## src/rtl/rv_wb_arb_if.sv

```systemverilog
`default_nettype none
// ----------------------------------------------------------------------------
// Module   : rv_wb_arb_if
// Brief    : Bundle of writeback, load-return, decode-check and register-file
//            signals shared by rv_wb_arb and its driver.
// Revision : 1.0
// ----------------------------------------------------------------------------
interface rv_wb_arb_if #(
  parameter int NREGS = 16
) ();
  logic             alu_we;
  logic [4:0]       alu_awd;
  logic [31:0]      alu_wd;
  logic             ld_issue;
  logic [4:0]       ld_iawd;
  logic             ld_rvalid;
  logic [4:0]       ld_rawd;
  logic [31:0]      ld_rdata;
  logic             ld_ready;
  logic [4:0]       chk_rs1;
  logic [4:0]       chk_rs2;
  logic [4:0]       chk_rd;
  logic             stall;
  logic [NREGS-1:0] busy;
  logic [4:0]       awd;
  logic             we;
  logic [31:0]      wd;

  modport master (
    output alu_we, alu_awd, alu_wd,
    output ld_issue, ld_iawd,
    output ld_rvalid, ld_rawd, ld_rdata,
    output chk_rs1, chk_rs2, chk_rd,
    input  ld_ready, stall, busy, awd, we, wd
  );

  modport slave (
    input  alu_we, alu_awd, alu_wd,
    input  ld_issue, ld_iawd,
    input  ld_rvalid, ld_rawd, ld_rdata,
    input  chk_rs1, chk_rs2, chk_rd,
    output ld_ready, stall, busy, awd, we, wd
  );
endinterface
`default_nettype wire

```

## src/rtl/rv_wb_arb.sv

```systemverilog
`default_nettype none
// ----------------------------------------------------------------------------
// Module   : rv_wb_arb
// Brief    : Register-file write-port arbiter (ALU over buffered/incoming loads)
//            with a load-return FIFO and per-register busy scoreboard.
// Revision : 1.0
// ----------------------------------------------------------------------------
module rv_wb_arb #(
  parameter int NREGS = 16,
  parameter int DEPTH = 2
) (
  input logic        clk,
  input logic        reset,
  rv_wb_arb_if.slave bus
);
  localparam int              c_cw   = $clog2(DEPTH + 1);
  localparam int              c_pw   = (DEPTH > 1) ? $clog2(DEPTH) : 1;
  localparam logic [c_cw-1:0] c_full = c_cw'(DEPTH);

  logic [c_cw-1:0]  count_q, count_d;
  logic [c_pw-1:0]  rd_ptr_q, rd_ptr_d;
  logic [c_pw-1:0]  wr_ptr_q, wr_ptr_d;
  logic [4:0]       fifo_awd_q [DEPTH];
  logic [31:0]      fifo_wd_q  [DEPTH];
  logic [NREGS-1:0] busy_q, busy_d;
  logic             we_q, we_d;
  logic [4:0]       awd_q, awd_d;
  logic [31:0]      wd_q, wd_d;

  logic        empty, full, accept, push, pop, sel_load, sel_any;
  logic [4:0]  sel_awd;
  logic [31:0] sel_wd;
  logic [31:0] busy_ext;

  function automatic logic addr_ok(input logic [4:0] a);
    return (a != 5'd0) && (int'(a) < NREGS);
  endfunction

  function automatic logic [c_pw-1:0] ptr_inc(input logic [c_pw-1:0] p);
    if (int'(p) >= DEPTH - 1) return '0;
    return p + c_pw'(1);
  endfunction

  assign empty        = (count_q == '0);
  assign full         = (count_q == c_full);
  assign bus.ld_ready = ~full & ~reset;
  assign accept       = bus.ld_rvalid & bus.ld_ready;

  // ALU always wins; a load reaches the port from the FIFO head first, so
  // an incoming load only bypasses the FIFO when it is empty.
  assign pop      = ~bus.alu_we & ~empty;
  assign push     = accept & (bus.alu_we | ~empty);
  assign sel_load = ~bus.alu_we & (~empty | accept);
  assign sel_any  = bus.alu_we | sel_load;

  always_comb begin
    sel_awd = bus.ld_rawd;
    sel_wd  = bus.ld_rdata;
    if (bus.alu_we) begin
      sel_awd = bus.alu_awd;
      sel_wd  = bus.alu_wd;
    end else if (!empty) begin
      sel_awd = fifo_awd_q[rd_ptr_q];
      sel_wd  = fifo_wd_q[rd_ptr_q];
    end

    we_d     = sel_any & addr_ok(sel_awd);
    awd_d    = sel_any ? sel_awd : awd_q;
    wd_d     = sel_any ? sel_wd  : wd_q;
    count_d  = count_q + c_cw'(push) - c_cw'(pop);
    rd_ptr_d = pop  ? ptr_inc(rd_ptr_q) : rd_ptr_q;
    wr_ptr_d = push ? ptr_inc(wr_ptr_q) : wr_ptr_q;

    // Set is applied after clear so a same-cycle set of the same register wins.
    busy_d = busy_q;
    for (int r = 1; r < NREGS; r++) begin
      if (sel_load && (sel_awd == 5'(r))) busy_d[r] = 1'b0;
      if (bus.ld_issue && (bus.ld_iawd == 5'(r))) busy_d[r] = 1'b1;
    end
    busy_d[0] = 1'b0;
  end

  always_ff @(posedge clk) begin
    if (reset) begin
      count_q  <= '0;
      rd_ptr_q <= '0;
      wr_ptr_q <= '0;
      busy_q   <= '0;
      we_q     <= 1'b0;
      awd_q    <= '0;
      wd_q     <= '0;
    end else begin
      count_q  <= count_d;
      rd_ptr_q <= rd_ptr_d;
      wr_ptr_q <= wr_ptr_d;
      busy_q   <= busy_d;
      we_q     <= we_d;
      awd_q    <= awd_d;
      wd_q     <= wd_d;
    end
  end

  always_ff @(posedge clk) begin
    if (push && !reset) begin
      fifo_awd_q[wr_ptr_q] <= bus.ld_rawd;
      fifo_wd_q[wr_ptr_q]  <= bus.ld_rdata;
    end
  end

  // Out-of-range check indices land on the zero-extended upper bits.
  assign busy_ext  = 32'(busy_q);
  assign bus.stall = busy_ext[bus.chk_rs1] | busy_ext[bus.chk_rs2] | busy_ext[bus.chk_rd];
  assign bus.busy  = busy_q;
  assign bus.we    = we_q;
  assign bus.awd   = awd_q;
  assign bus.wd    = wd_q;
endmodule
`default_nettype wire

```

## src/flat_wrapper.sv

```systemverilog
// flat-port wrapper written by rule: the top's interface ports become plain ports
module rv_wb_arb_flat 
#(
  parameter int NREGS = 16,
  parameter int DEPTH = 2
)
  (clk, reset, bus_alu_we, bus_alu_awd, bus_alu_wd, bus_ld_issue, bus_ld_iawd, bus_ld_rvalid, bus_ld_rawd, bus_ld_rdata, bus_chk_rs1, bus_chk_rs2, bus_chk_rd, bus_ld_ready, bus_stall, bus_busy, bus_awd, bus_we, bus_wd);
  rv_wb_arb_if #(.NREGS(NREGS)) bus_i ();
  input logic clk;
  input logic reset;
  input wire logic [$bits(bus_i.alu_we)-1:0] bus_alu_we;
  input wire logic [$bits(bus_i.alu_awd)-1:0] bus_alu_awd;
  input wire logic [$bits(bus_i.alu_wd)-1:0] bus_alu_wd;
  input wire logic [$bits(bus_i.ld_issue)-1:0] bus_ld_issue;
  input wire logic [$bits(bus_i.ld_iawd)-1:0] bus_ld_iawd;
  input wire logic [$bits(bus_i.ld_rvalid)-1:0] bus_ld_rvalid;
  input wire logic [$bits(bus_i.ld_rawd)-1:0] bus_ld_rawd;
  input wire logic [$bits(bus_i.ld_rdata)-1:0] bus_ld_rdata;
  input wire logic [$bits(bus_i.chk_rs1)-1:0] bus_chk_rs1;
  input wire logic [$bits(bus_i.chk_rs2)-1:0] bus_chk_rs2;
  input wire logic [$bits(bus_i.chk_rd)-1:0] bus_chk_rd;
  output wire logic [$bits(bus_i.ld_ready)-1:0] bus_ld_ready;
  output wire logic [$bits(bus_i.stall)-1:0] bus_stall;
  output wire logic [$bits(bus_i.busy)-1:0] bus_busy;
  output wire logic [$bits(bus_i.awd)-1:0] bus_awd;
  output wire logic [$bits(bus_i.we)-1:0] bus_we;
  output wire logic [$bits(bus_i.wd)-1:0] bus_wd;
  assign bus_i.alu_we = bus_alu_we;
  assign bus_i.alu_awd = bus_alu_awd;
  assign bus_i.alu_wd = bus_alu_wd;
  assign bus_i.ld_issue = bus_ld_issue;
  assign bus_i.ld_iawd = bus_ld_iawd;
  assign bus_i.ld_rvalid = bus_ld_rvalid;
  assign bus_i.ld_rawd = bus_ld_rawd;
  assign bus_i.ld_rdata = bus_ld_rdata;
  assign bus_i.chk_rs1 = bus_chk_rs1;
  assign bus_i.chk_rs2 = bus_chk_rs2;
  assign bus_i.chk_rd = bus_chk_rd;
  assign bus_ld_ready = bus_i.ld_ready;
  assign bus_stall = bus_i.stall;
  assign bus_busy = bus_i.busy;
  assign bus_awd = bus_i.awd;
  assign bus_we = bus_i.we;
  assign bus_wd = bus_i.wd;
  rv_wb_arb #(.NREGS(NREGS), .DEPTH(DEPTH)) u_core (.clk(clk), .reset(reset), .bus(bus_i));
endmodule
```

## config.mk

```make
export PLATFORM = sky130hd
export DESIGN_NAME = rv_wb_arb_flat
export DESIGN_NICKNAME = d
export VERILOG_FILES = /design/src/rtl/rv_wb_arb_if.sv /design/src/rtl/rv_wb_arb.sv /design/src/flat_wrapper.sv
export SDC_FILE = /design/constraint.sdc
export NUM_CORES = 1
export LEC_CHECK = 0
export BUFFER_PORTS_ARGS = -buffer_cell sky130_fd_sc_hd__buf_2
export CAP_MARGIN = 20
export CELL_PAD_IN_SITES_DETAIL_PLACEMENT = 0
export CELL_PAD_IN_SITES_GLOBAL_PLACEMENT = 1
export CORE_MARGIN = 3
export CORE_UTILIZATION = 40
export DETAILED_ROUTE_END_ITERATION = 10
export HOLD_SLACK_MARGIN = 0.03
export PLACE_DENSITY = 0.88
export SLEW_MARGIN = 10
export SYNTH_ARGS = -nofsm -noshare
export SYNTH_HDL_FRONTEND = slang
export SYNTH_SLANG_ARGS = --single-unit
export TNS_END_PERCENT = 30
```

## constraint.sdc

```tcl
create_clock -name clk -period 6.95 [get_ports clk]
set_clock_uncertainty 0.1 [all_clocks]
set_input_delay 0.695 -clock clk [delete_from_list [all_inputs] [get_ports clk]]
set_output_delay 0.695 -clock clk [all_outputs]
set_load 0.05 [all_outputs]
```

==> impl_metrics.yaml <==
layout:
  seq_cell_area_um2: 3390
  num-fill-cells: 1349
  synth_to_final_area_change_pct: 23.9
  layout_cell_share_with_drive_strength_beyond_1_pct: 30.1
  nNetsFinal: 769
  antenna-diode-count: 0
  finalCoreUtilization_pct: 51.2
  multiInputGateArea_um2: 2500
  post-route-cell-area_um2: 7530
die:
  core_region_area_um2: 14700
  ioPinCount: 155
  die-height_um: 129
  floorplan.die_area_um2: 16700
  die_width_um: 129
  initial_utilization_pct: 41.3
  rows: 44
timing:
  whs_ps: 379
  finalSetupViolCount: 0
  final.setup.tns_ps: 0
  period_share_pct: 47.9
  max_freq_mhz: 301
  post_route_minimum_period_ps: 3330
  hold_viol_final: 0
  slew-limit-headroom_pct: 26.8
  timing_worst_slew_pin_value_ps: 1100
  setup_repair_after_global_routing_missed_its_margin: "no"
  final-max-slew-violation-count: 0
global_route:
  grt_first_pass_wirelength_mm: 25.4
  grt_antenna_before_repair: 2
  number_of_global_route_vias_before_repair: 4965
  pin_count_of_the_biggest_net_entering_global_routing: 87
  globalRouteOverflowTotal: 0
  grt_util_all_layers_pct: 19.4
synthesis:
  synthFlopType: "edfxtp_1"
  post_synthesis_share_of_cell_area_spent_on_full_adders_half_adders_and_majority_gates_pct: 0.412
  synth_top_cells_by_count: "edfxtp_1, a211oi_1, dfxtp_1"
  synth_simple_gate_area_share_pct: 10.8
  dominant_combinational_cell_family_by_area_after_synthesis: "compound AO/OA/AOI/OAI gates"
  mean_instance_size_in_the_synthesized_netlist_um2: 11.3
  synth_mux_area_share_pct: 11.2
  synth-compound-area-share_pct: 17.7
  synth_cells: 536
  netlist_area_um2: 6070
  netlist.area_leader.share_pct: 36.6
  synth_top_cells_by_area: "edfxtp_1, dfxtp_1, a211oi_1, mux2i_1, a21oi_1"
  synthesis.yosys.warnings: 0
  synth.most_common_cell: "edfxtp_1"
  synth_top_area_cell: "edfxtp_1"
  synth.distinct_cells: 47
  number_of_enable_flip_flop_cells_after_synthesis: 74
  synth_async_sr_flop_share_pct: 0
  synthesis.nets: 637
  synth.yosys.seq_area_share_pct: 55.7
  synth_xor_area_share_pct: 0.577
  number_of_register_bits_inferred_by_synthesis: 132
power_and_ir_drop:
  powerDensity_nw_per_um2: 368
  p_leak_nw: 2.86
  total_power_w: 0.00277
  max-vdd-ir-drop_v: 0.000245
drt:
  drt_first_iter_violations: 365
  detailed_route_drc_error_count: 0
  drt_first_pass_iters: 5
  detail-route-antenna-nets: 0
  detail_route.wirelength_mm: 15.8
  routed-via-count: 4879
  vias_per_cell: 5.64
  wl_per_cell_um: 18.3
worst_setup_path:
  data_required_time_at_the_worst_endpoint_ps: 6880
  worst-endpoint-arrival_ps: 3260
  r2r-end: "u_core.bus.busy[6]$_SDFFE_PP0P_"
  worst_r2r_startpoint: "u_core.count_q[1]$_SDFF_PP0_"
  worst_setup_path_startpoint: "bus_alu_we"
  startpoint_type: "input pin"
  critPathMaxFanout: 86
  rrSetupSlack_ps: 3700
  worst_r2r_path_depth: 4
  cp-end-kind: "flip-flop"
  critical_path_class: "input pin to flip-flop"
  timing.critical_path.to: "u_core.fifo_wd_q[0][2]$_DFFE_PP_"
placement:
  portBuffers: 153
  detailed_place.area_um2: 6940
  place.gp.congestion: 0.841
  dp_hpwl_mm: 10.5
worst_hold_path:
  hold-path-cell-count: 1
  worstHoldPathType: "input pin to flip-flop"
clock_network:
  cts_made_buffers: 17
  tritoncts: "built"
  cts-root-to-sink-buffers: 2
  setup_buffers_after_cts: 0
  ctsHoldBuffers: 0
  post_cts_resize_count: 0
  clkSlewWorstSetupHoldPaths_ps: 60
  htreeDepth: 4
  cts_root_buffer: "clkbuf_16"
  skew_pair_late_insertion_delay_ps: 420
  cts.sinks: 132
flow_run:
  cap_viol_max_count: 0
status:
  run_status: "complete, no violations"
logic make-up after synthesis:
kind of cell               after synthesis
AOI/OAI and AO/OA                      155
xor gates and xnor gates                 4
adders and majority gates                2
buffers and inverters                   53
DFF                                    132
muxes                                   55
other                                    1
and+or+nand+nor                        134
placed cells by master (no fill, tap or decap), types with 5 or more instances in the layout:
master	count
a21oi_1	46
mux2i_1	44
edfxtp_1	74
nand2b_1	5
dfxtp_1	55
a211oi_1	69
nor3_1	41
a311oi_1	13
clkbuf_16	17
a31oi_1	5
nand2_1	12
nor2b_1	5
buf_2	153
a21o_1	5
inv_1	8
nor2_1	50
mux4_2	9
per-stage QoR:
stage,cells,setup WS [ps]
after detailed placement,832,3180
after global routing,865,3380
final,865,3620
after floorplan,536,3350
after global placement,832,3320
after CTS,864,3620
flip-flops by register name, summed over array words and instances, names as in the netlist, named ones only:
register           count
u_core.fifo_wd_q      64
u_core.bus.wd         32
u_core.bus.busy       15
u_core.fifo_awd_q     10
u_core.bus.awd         5
u_core.count_q         2
u_core.bus.we          1
u_core.rd_ptr_q        1
u_core.wr_ptr_q        1
where the power goes:
| part | switching, W | internal, W |
|---|---|---|
| clock | 0.000330 | 0.000523 |
| sequential | 0.000118 | 0.000931 |
| combinational | 0.000594 | 0.000277 |
worst max-delay path: stages:
cell       delay [ps]
buf_2              80
buf_4             680
nor3_1            280
a2111oi_2         490
nor2b_4           990
metal layers:
metal	part of all wire (%)	up-vias	track usage [%]
li1	-	2350	-
met1	43	2325	24.0
met3	8.1	18	7.09
met5	0.088	-	0
met2	48	182	32.3
met4	0.97	4	5.37
worst min-delay path by stage:
stage | from | end | slack (ps)
global route | bus_ld_rdata[29] | u_core.fifo_wd_q[0][29]$_DFFE_PP_ | 360
finish | bus_ld_rdata[5] | u_core.fifo_wd_q[1][5]$_DFFE_PP_ | 380
detailed placement | u_core.bus.wd[18]$_SDFFE_PP0P_ | u_core.bus.wd[18]$_SDFFE_PP0P_ | 390
global placement | u_core.bus.wd[9]$_SDFFE_PP0P_ | u_core.bus.wd[9]$_SDFFE_PP0P_ | 390
CTS | bus_ld_rdata[5] | u_core.fifo_wd_q[1][5]$_DFFE_PP_ | 360
floorplan | u_core.rd_ptr_q$_SDFFE_PP0P_ | flip-flop | 370
area by class of cell:
type | instances | area share, %
Timing Repair Buffer | 158 | 10.8
Tap cell | 184 | 3.06
Inverter | 8 | 0.399
Clock buffer | 18 | 5.70
Multi-Input combinational cell | 351 | 33.2
Clock inverter | 14 | 1.83
Sequential cell | 132 | 45.0
No activity file was read; power rests on OpenSTA's default activity.
